===== src/rtl/transmissor_serial_8bits_pkg.sv =====
// transmissor_serial_8bits_pkg: state encodings and default width shared by transmitter and receiver
package transmissor_serial_8bits_pkg;
  localparam int DEFAULT_WIDTH = 8;
  typedef enum logic [1:0] {
    IDLE  = 2'b00,
    SHIFT = 2'b01,
    DONE  = 2'b10
  } state_t;
endpackage


===== src/rtl/transmissor_serial_8bits_if.sv =====
// transmissor_serial_8bits_if: load handshake and serial output bundle
interface transmissor_serial_8bits_if import transmissor_serial_8bits_pkg::*; #(
  parameter int WIDTH = DEFAULT_WIDTH
);
  logic [WIDTH-1:0] d;
  logic             load_valid;
  logic             load_ready;
  logic             abort;
  logic             serial_out;
  logic             serial_valid;
  logic             busy;
  logic             done;
  logic [WIDTH-1:0] q;
  modport master (
    output d, load_valid, abort,
    input  load_ready, serial_out, serial_valid, busy, done, q
  );
  modport slave (
    input  d, load_valid, abort,
    output load_ready, serial_out, serial_valid, busy, done, q
  );
endinterface


===== src/rtl/transmissor_serial_8bits_shift_reg_piso.sv =====
// shift_reg_piso: loadable parallel-in/serial-out shift register, zero-filling
module shift_reg_piso #(
  parameter int WIDTH     = 8,
  parameter bit MSB_FIRST = 1'b1
) (
  input  logic             clk,
  input  logic             clear,
  input  logic             load,
  input  logic             shift,
  input  logic             flush,
  input  logic [WIDTH-1:0] d,
  output logic             sout
);
  logic [WIDTH-1:0] sr;
  // flush wins over load, load over shift; shifting moves data toward the output end
  always_ff @(posedge clk or posedge clear) begin
    if (clear) sr <= '0;
    else if (flush) sr <= '0;
    else if (load) sr <= d;
    else if (shift) sr <= MSB_FIRST ? {sr[WIDTH-2:0], 1'b0} : {1'b0, sr[WIDTH-1:1]};
  end
  assign sout = MSB_FIRST ? sr[WIDTH-1] : sr[0];
endmodule


===== src/rtl/transmissor_serial_8bits.sv =====
// transmissor_serial_8bits: valid/ready loaded word shifted out one bit per clock with done pulse
module transmissor_serial_8bits import transmissor_serial_8bits_pkg::*; #(
  parameter int WIDTH     = DEFAULT_WIDTH,
  parameter bit MSB_FIRST = 1'b1
) (
  input logic                       clk,
  input logic                       clear,
  transmissor_serial_8bits_if.slave bus
);
  localparam int CW = $clog2(WIDTH);
  state_t           state, next;
  logic [CW-1:0]    cnt;
  logic [WIDTH-1:0] q_r;
  logic             accept, shift, flush, sout;
  // state register
  always_ff @(posedge clk or posedge clear) begin
    if (clear) state <= IDLE;
    else state <= next;
  end
  // next-state and shift-register controls; abort only matters mid-word
  always_comb begin
    next   = state;
    accept = 1'b0;
    shift  = 1'b0;
    flush  = 1'b0;
    case (state)
      IDLE: begin
        accept = bus.load_valid;
        next   = bus.load_valid ? SHIFT : IDLE;
      end
      SHIFT: begin
        flush = bus.abort;
        shift = !bus.abort;
        next  = bus.abort ? IDLE : (cnt == CW'(WIDTH - 1)) ? DONE : SHIFT;
      end
      DONE: next = IDLE;
      default: next = IDLE;
    endcase
  end
  // bit counter restarts on accept/abort and only advances while shifting
  always_ff @(posedge clk or posedge clear) begin
    if (clear) cnt <= '0;
    else if (accept || flush) cnt <= '0;
    else if (shift) cnt <= cnt + 1'b1;
  end
  // copy of the last accepted word
  always_ff @(posedge clk or posedge clear) begin
    if (clear) q_r <= '0;
    else if (accept) q_r <= bus.d;
  end
  shift_reg_piso #(.WIDTH(WIDTH), .MSB_FIRST(MSB_FIRST)) u_sr (
    .clk(clk), .clear(clear), .load(accept), .shift(shift), .flush(flush), .d(bus.d), .sout(sout)
  );
  assign bus.load_ready   = state == IDLE;
  assign bus.busy         = state != IDLE;
  assign bus.serial_valid = state == SHIFT;
  assign bus.done         = state == DONE;
  assign bus.serial_out   = (state == SHIFT) && sout;
  assign bus.q            = q_r;
endmodule


===== src/flat_wrapper.sv =====
// flat-port wrapper written by rule: the top's interface ports become plain ports
module transmissor_serial_8bits_flat import transmissor_serial_8bits_pkg::*;
#(
  parameter int WIDTH     = DEFAULT_WIDTH,
  parameter bit MSB_FIRST = 1'b1
)
  (clk, clear, bus_d, bus_load_valid, bus_abort, bus_load_ready, bus_serial_out, bus_serial_valid, bus_busy, bus_done, bus_q);
  transmissor_serial_8bits_if #(.WIDTH(WIDTH)) bus_i ();
  input logic clk;
  input logic clear;
  input wire logic [$bits(bus_i.d)-1:0] bus_d;
  input wire logic [$bits(bus_i.load_valid)-1:0] bus_load_valid;
  input wire logic [$bits(bus_i.abort)-1:0] bus_abort;
  output wire logic [$bits(bus_i.load_ready)-1:0] bus_load_ready;
  output wire logic [$bits(bus_i.serial_out)-1:0] bus_serial_out;
  output wire logic [$bits(bus_i.serial_valid)-1:0] bus_serial_valid;
  output wire logic [$bits(bus_i.busy)-1:0] bus_busy;
  output wire logic [$bits(bus_i.done)-1:0] bus_done;
  output wire logic [$bits(bus_i.q)-1:0] bus_q;
  assign bus_i.d = bus_d;
  assign bus_i.load_valid = bus_load_valid;
  assign bus_i.abort = bus_abort;
  assign bus_load_ready = bus_i.load_ready;
  assign bus_serial_out = bus_i.serial_out;
  assign bus_serial_valid = bus_i.serial_valid;
  assign bus_busy = bus_i.busy;
  assign bus_done = bus_i.done;
  assign bus_q = bus_i.q;
  transmissor_serial_8bits #(.WIDTH(WIDTH), .MSB_FIRST(MSB_FIRST)) u_core (.clk(clk), .clear(clear), .bus(bus_i));
endmodule

===== config.mk =====
export PLATFORM = sky130hd
export DESIGN_NAME = transmissor_serial_8bits_flat
export DESIGN_NICKNAME = d
export VERILOG_FILES = /design/src/rtl/transmissor_serial_8bits_pkg.sv /design/src/rtl/transmissor_serial_8bits_if.sv /design/src/rtl/transmissor_serial_8bits_shift_reg_piso.sv /design/src/rtl/transmissor_serial_8bits.sv /design/src/flat_wrapper.sv
export SDC_FILE = /design/constraint.sdc
export NUM_CORES = 1
export LEC_CHECK = 0
export ABC_AREA = 1
export CORE_MARGIN = 10
export CORE_UTILIZATION = 47
export CTS_CLUSTER_SIZE = 12
export DETAILED_ROUTE_END_ITERATION = 10
export GPL_ROUTABILITY_DRIVEN = 1
export PLACE_DENSITY_LB_ADDON = 0.1
export SETUP_SLACK_MARGIN = 0.05
export SYNTH_ARGS = -nofsm -noshare
export SYNTH_HDL_FRONTEND = slang
export SYNTH_HIERARCHICAL = 1
export SYNTH_SLANG_ARGS = --single-unit

===== constraint.sdc =====
create_clock -name clk -period 1.65 [get_ports clk]
set_input_delay 0.33 -clock clk [delete_from_list [all_inputs] [get_ports clk]]
set_output_delay 0.33 -clock clk [all_outputs]
set_load 0.03 [all_outputs]

Word-level counts from Yosys, hierarchy flattened
Cells that the tools add are included.
{"block": "word_totals", "output_inout_bits": 13, "romBits": 0, "register_bits": 21, "word_cells": 27, "inputBits": 12, "mem_bits_rw": 0, "latchBits": 0, "mem_count": 0}
{"block": "classes", "multipliers": 0, "reduce_logical": 7, "mux": 12, "n_bitwise": 0, "n_eq_ne": 3, "div_mod_pow": 0, "n_lt_le_gt_ge": 0, "shifts": 0, "addsub": 1}
{"op": "8-bit two-way mux", "count": 3}
{"op": "3-bit two-way mux", "count": 2}
{"op": "1-bit two-way mux", "count": 4}
{"op": "2-bit two-way mux", "count": 2}
{"op": "2-bit case mux with 2 select lines", "count": 1}
{"op": "2-bit nonzero test", "count": 2}
{"op": "3-bit by 1-bit adder with 3-bit output (second input constant)", "count": 1}
{"op": "3-bit == test (second input constant)", "count": 1}
{"op": "3-bit nonzero test", "count": 1}
{"op": "2-bit by 1-bit == test with 1-bit output (second input constant)", "count": 1}
{"op": "2-bit == test (second input constant)", "count": 1}
{"op": "2-bit logical NOT", "count": 1}
{"op": "1-bit logical AND", "count": 1}
{"op": "1-bit logical NOT", "count": 1}
{"op": "1-bit logical OR", "count": 1}

Longest topological paths before layout
Gate-level depths: netlist (run 1).
{"block": "logic_depth", "ltp_word": 5, "mapped_depth": 9, "ltp_nobuf": 8}

Modules after synthesis
Netlist (run 1), hierarchy kept.
{"mod": "transmissor_serial_8bits", "seq_area_each_um2": 325.3, "n_inst": 1, "area_each_um2": 581.8, "cells_per_inst": 71}
{"mod": "shift_reg_piso", "seq_area_each_um2": 200.2, "n_inst": 1, "area_each_um2": 434.2, "cells_per_inst": 59}

Least setup slack after synthesis (run 1)
No wires, ideal clock.
{"block": "synth_path", "kind": "register to register", "startpoint": "reg u_core.state[0]", "endpoint": "reg u_core.u_sr.sr[1]", "synth_period_minus_slack_ns": 1.507, "t_required_ns": 1.533, "path_stages_with_launch": 10, "arrival_ns": 1.391, "setup_ns": 0.117, "setup_slack_ns": 0.143, "n_path_buf": 1, "cell_sequence": "dfrtp_1 -> nor2_2 -> nand2_2 -> clkinv_2 -> buf_6 -> inv_2 -> nand2_1 -> nand2_1 -> nand2_1 -> nand2_1"}
{"block": "synth_between", "elab_chain_len": 4, "elab_cells_between_ends": 8, "classes_between": "1 x eq/ne; 5 x mux; 2 x reduce/logical"}
{"element": "start: declaration", "line_no": "transmissor_serial_8bits.sv:11", "source": "state_t state, next;"}
{"element": "start signal: assignment", "line_no": "transmissor_serial_8bits.sv:18", "source": "else state <= next;"}
{"element": "2-bit logical NOT *"}
{"element": "named net bus_load_ready", "line_no": "flat_wrapper.sv:14", "source": "output wire logic [$bits(bus_i.load_ready)-1:0] bus_load_ready;"}
{"element": "1-bit two-way mux *", "line_no": "transmissor_serial_8bits.sv:26", "source": "case (state)"}
{"element": "named net u_core.accept", "line_no": "transmissor_serial_8bits.sv:14", "source": "logic accept, shift, flush, sout;"}
{"element": "8-bit two-way mux", "line_no": "transmissor_serial_8bits_shift_reg_piso.sv:19", "source": "else if (load) sr <= d;"}
{"element": "8-bit two-way mux", "line_no": "transmissor_serial_8bits_shift_reg_piso.sv:18", "source": "else if (flush) sr <= '0;"}
{"element": "end signal: assignment", "line_no": "transmissor_serial_8bits_shift_reg_piso.sv:20", "source": "else if (shift) sr <= MSB_FIRST ? {sr[WIDTH-2:0], 1'b0} : {1'b0, sr[WIDTH-1:1]};"}
{"element": "end: declaration", "line_no": "transmissor_serial_8bits_shift_reg_piso.sv:14", "source": "logic [WIDTH-1:0] sr;"}
Mark *: on every way through the listed nets, which the timed path passes. The rest lies on a longest branch.
A chain may end at the register's enable or synchronous reset.

Worst setup path after layout (run 1)
{"block": "layout_path", "startpoint": "reg u_core.state[0]", "endpoint": "out bus_busy"}
{"block": "layout_between", "elab_chain_len": 1}
{"element": "2-bit nonzero test", "line_no": "transmissor_serial_8bits.sv:55", "source": "assign bus.busy = state != IDLE;"}
{"element": "end: declaration", "line_no": "flat_wrapper.sv:17", "source": "output wire logic [$bits(bus_i.busy)-1:0] bus_busy;"}
Every way passes these cells.

==> results of run 1 <==
cell families (layout without fill, tap and decap cells):
| family | after synthesis | count (layout) | synth area share |
|---|---|---|---|
| simple gates | 90 | 90 | 0.377 |
| flops | 21 | 21 | 0.517 |
| buf+inv | 15 | 45 | 0.0714 |
| fa+ha+maj | 2 | 2 | 0.0246 |
| compound gates | 2 | 2 | 0.00985 |
synthesized netlist by cell type:
library cell  instances
ha_1                  2
clkinv_2              1
nor2_2                1
nand3_1              11
inv_1                10
nor2_8                1
o21ai_0               2
dfrtp_1              21
buf_6                 2
nand2_1              69
nand2_2               2
nor2_4                1
nor2_1                5
inv_2                 2
power groups by stage:
stage	sequential (uW)	combinational, uW	clock [uW]
6_report	658	480	246
2_1_floorplan	744	241	0
3_5_place_dp	669	517	0
4_1_cts	659	487	257
3_3_place_gp	667	508	0
5_1_grt	669	529	286
routing by layer:
metal  vias up  track usage  routed length (um)
met1       415        0.121                1010
li1        453            -                   -
met4         0       0.0471                   9
met5         -            0                   0
met3         2       0.0368                 154
met2        25        0.177                1090
state kept, by name, indices dropped and copies added, names as in the netlist:
name,count
u_core/u_sr/sr,8
u_core/cnt,3
u_core/state,2
u_core/bus.q,8
final cells by class:
type	count	area (um^2)
Fill cell	187	697
Sequential cell	21	526
Multi-Input combinational cell	94	423
Timing Repair Buffer	28	246
Inverter	13	50.0
Tap cell	27	33.8
Clock buffer	4	26.3
critical path, stage by stage (launching register included):
cell             delay (ps)
dfrtp_1                 420
nor2_2                  160
inv_1                    50
clkdlybuf4s15_2         270
metrics by stage:
| step | worst slack [ps] | total power, uW | hold WS (ps) | utilization | cells |
|---|---|---|---|---|---|
| 4_1_cts | 67.7 | 1400 | 305 | 0.655 | 187 |
| 3_5_place_dp | 64.3 | 1190 | 465 | 0.646 | 183 |
| 6_report | 117 | 1380 | 300 | 0.652 | 187 |
| 2_1_floorplan | 143 | 985 | 146 | - | 130 |
| 3_3_place_gp | 77.2 | 1170 | 465 | 0.646 | 183 |
| 5_1_grt | 12.8 | 1480 | 341 | 0.652 | 187 |
timing repair:
action | 4_1_cts | 5_1_grt
hold buffers | 0 | 0
resized for setup | 16 | 6
setup endpoints to repair | 11 | 5
pin swaps | 0 | 1
worst min-delay path by stage:
stage                                            from                            end  slack [ps]  depth (start not counted)
after floorplan                                 clear  u_core/u_sr/sr[0]$_DFFE_PP0P_         150                          1
after global placement    u_core/bus.q[3]$_DFFE_PP0P_    u_core/bus.q[3]$_DFFE_PP0P_         470                          2
after detailed placement  u_core/bus.q[3]$_DFFE_PP0P_    u_core/bus.q[3]$_DFFE_PP0P_         460                          2
after CTS                                       clear  u_core/u_sr/sr[7]$_DFFE_PP0P_         300                          2
after global routing                            clear  u_core/u_sr/sr[7]$_DFFE_PP0P_         340                          2
final                                           clear  u_core/u_sr/sr[7]$_DFFE_PP0P_         300                          2
==> reports/metrics.yaml, run 1 <==
syn_area_um2: 1020
grt_max_degree: 14
intPower_uw: 873
drt.antenna.violating_nets: 0
synth_cell_types: 14
drive_above_1_share: 0.144
p_comb_frac: 0.347
drv_slew: 0
yosys_warnings: 6
fin_area_um2: 1310
r2r_start: "u_core/state[0]$_DFF_PP0_"
syn-num-nets: 144
fin_nets: 175
hold_viol: 0
crit_path_start_kind: "flip-flop"
min_path_type: "in2async"
io_pins: 25
grtUsageTotal: 0.107
htreeDepth: 1
dieArea_um2: 4420
syn_inst: 130
firstDrtPassIters: 4
finalWirelength_mm: 2.27
min_period_ps: 1530
clock-sinks: 21
synth_area_leaders: "dfrtp_1 52%, nand2_1 25%, nand3_1 5.4%"
n_antenna_cell: 0
post-synth-top-area-cell: "dfrtp_1"
final_cell_mix: "68 x nand2_1, 21 x dfrtp_1, 11 x clkdlybuf4s50_1, 11 x nand3_1, 9 x inv_1"
fmax_mhz: 652
power_leakage_uw: 0.000754
peakVddDrop_mv: 0.659
netSwitchingFraction: 0.369
clkPwrFrac: 0.178
post_drt_via_cell_ratio: 4.79
yosysTopAreaCellShare: 0.517
crit_arrival_ps: 1200
cts_root_buf: "clkbuf_4"
cts_tree: "done"
slew_headroom: 0.661
end_kind: "output pin"
final_common_cell: "nand2_1"
required_ps: 1320
timing.rr.end: "u_core/u_sr/sr[5]$_DFFE_PP0P_"
antenna_found_initial: 0
place_area_um2: 1290
grt_setup_unrepaired: "true"
cp_max_fo: 3
syn2layout_area_growth_pct: 28.4
post-cts-setup-buffer-count: 0
path_class: "reg2out"
gp_congestion: 0.828
outcome: "finished clean"
path_clk_slew_ps: 120
grt_pass1_vias: 865
tightest_slew_ps: 509
totalNegativeSetupSlack_ps: 0
grt-ovfl-total: 0
synth_area_per_cell_um2: 7.82
seq_power_share: 0.475
crit_path_end: "bus_busy"
skew_ps: 3.65
synth-seq-area-share: 0.517
max_cap_violations: 0
drtIter0Drc: 22
dp_hpwl_mm: 1.78
worst-r2r-cell-count: 6
fin_crit_sh: 0.929
setup_viol: 0
start_util: 0.507
wire_per_inst_um: 12.1
net-switching-power_uw: 511
fp.dieH_um: 66.5
clockBufferDepth: 2
reg2reg_slack_ps: 370
crit_path_start: "u_core/state[0]$_DFF_PP0_"
ys_ff_latch: 21
cts_buffers: 3
drcViolationCount: 0
portBuffers: 24
coreArea_um2: 2000
fp.dieW_um: 66.5
grt_pass1_wl_mm: 3.73
rows: 16
power_density_nw_per_um2: 1060
clkLatencyLatePin_ps: 300
via_count: 895
Power figures use the tool's default switching activity.
==> inputs of run 2 (changes only) <==
--- a/config.mk
+++ b/config.mk
@@ -6,7 +6,6 @@
 export NUM_CORES = 1
 export LEC_CHECK = 0
 export ABC_AREA = 1
-export CORE_MARGIN = 10
 export CORE_UTILIZATION = 47
 export CTS_CLUSTER_SIZE = 12
 export DETAILED_ROUTE_END_ITERATION = 10
==> run 2 against run 1 <==
Compared with the run above: clock skew increased by 1.9 ps; sequential share of layout area fell by 0.077 points; setup slack improved by 45 ps; routed wire length shrank 9.0%; combinational power hardly changed; sequential power is essentially flat; critical path depth is 1 higher; utilization increased by 0.12 points; register-to-register slack worse by 30 ps; die area shrank 47%; clock power shrank 3%; highest routed layer is now met3.
==> reports/metrics.yaml, run 2 (same netlist as run 1, synthesis figures left out) <==
post_drt_via_cell_ratio: 4.72
htreeDepth: 1
drv_slew: 0
dp_hpwl_mm: 1.60
grt_pass1_vias: 916
required_ps: 1320
slew_headroom: 0.678
n_antenna_cell: 0
grt_pass1_wl_mm: 3.72
setup_viol: 0
post-cts-setup-buffer-count: 0
cts_tree: "done"
clockBufferDepth: 2
gp_congestion: 0.912
final_common_cell: "nand2_1"
via_count: 887
path_class: "reg2out"
antenna_found_initial: 0
clock-sinks: 21
hold_viol: 0
fmax_mhz: 672
grt_max_degree: 14
drcViolationCount: 0
rows: 16
fin_cells: 188
portBuffers: 24
drive_above_1_share: 0.155
final_cell_mix: "68 x nand2_1, 21 x dfrtp_1, 11 x clkdlybuf4s50_1, 11 x nand3_1, 9 x inv_1"
dieArea_um2: 2350
crit_arrival_ps: 1160
min_period_ps: 1490
crit_path_start_kind: "flip-flop"
finalWirelength_mm: 2.06
tightest_slew_ps: 483
clkLatencyLatePin_ps: 290
drtIter0Drc: 20
end_kind: "output pin"
dp_cells: 184
grt-ovfl-total: 0
outcome: "finished clean"
power_density_nw_per_um2: 1050
wire_per_inst_um: 11.0
fin_area_um2: 1310
max_cap_violations: 0
power_uw: 1380
fin_nets: 176
place_area_um2: 1300
totalNegativeSetupSlack_ps: 0
cts_buffers: 3
fp.dieW_um: 48.5
num-fill-cells: 189
coreArea_um2: 2000
firstDrtPassIters: 4
syn2layout_area_growth_pct: 28.7
grtUsageTotal: 0.203
cts_root_buf: "clkbuf_4"
grt_setup_unrepaired: "false"
io_pins: 25
power_leakage_uw: 0.000761
fp.dieH_um: 48.5
fin_crit_sh: 0.902
skew_ps: 5.50
peakVddDrop_mv: 0.781
min_path_type: "in2async"
path_clk_slew_ps: 120
cp_max_fo: 4
drt.antenna.violating_nets: 0
start_util: 0.507
-- run 2: cell types whose count changed in the layout (fill, tap and decap cells not counted) --
cell / change
clkbuf_1: -1
clkdlybuf4s15_2: -1
buf_2: -1
buf_4: +1
clkinv_2: +1
clkbuf_2: +2
-- run 2: what timing repair did --
| action | CTS | global route |
|---|---|---|
| resized for setup | 13 | 7 |
| hold buffers | 0 | 0 |
| hold endpoints to repair | 0 | 0 |
| setup endpoints to repair | 11 | 5 |
-- run 2: final timing paths --
kind                                                       to  cells past startpoint  slack (ps)                   startpoint
worst min register to register    u_core/bus.q[1]$_DFFE_PP0P_                      2         490  u_core/bus.q[1]$_DFFE_PP0P_
worst max register to register  u_core/u_sr/sr[0]$_DFFE_PP0P_                      6         340    u_core/state[0]$_DFF_PP0_
worst min-delay path            u_core/u_sr/sr[5]$_DFFE_PP0P_                      2         310                        clear
worst max-delay path                         bus_serial_valid                      4         160    u_core/state[0]$_DFF_PP0_
max in group asynchronous         u_core/bus.q[3]$_DFFE_PP0P_                      2         940                        clear
min in group clk                  u_core/bus.q[1]$_DFFE_PP0P_                      2         490  u_core/bus.q[1]$_DFFE_PP0P_
-- run 2: area by class of cell --
class / instances / area [um^2] / area share
well taps: 27 / 33.8 / 0.0258
inverters: 13 / 50.0 / 0.0383
flip-flops and latches: 21 / 526 / 0.402
repair buffers: 29 / 248 / 0.189
clock buffers: 3 / 22.5 / 0.0172
multi-input cells: 94 / 423 / 0.323
clock inverters: 1 / 5.00 / 0.00383
-- run 2: where the power goes --
part	internal, uW	switching [uW]
Clock	90.1	148
Combinational	174	307
Sequential	605	52.0
-- run 2: through the flow --
step            util  hold slack, ps  worst slack [ps]
2_1_floorplan      -             146               143
3_3_place_gp   0.649             463              92.0
3_5_place_dp   0.649             466              91.8
4_1_cts        0.658             308              19.9
5_1_grt        0.653             340              56.4
6_report       0.653             309               162
-- run 2: worst max-delay path, cell delays in order (launching register included) --
cell and delay [ps]:
dfrtp_1 420, buf_4 160, nand2_2 100, inv_1 40, buf_4 160
-- run 2: per-layer routing --
metal | track usage | part of all wire
met1 | 0.255 | 0.45
met2 | 0.364 | 0.50
met5 | 0 | 0
met4 | 0.0539 | 0
met3 | 0.0314 | 0.046
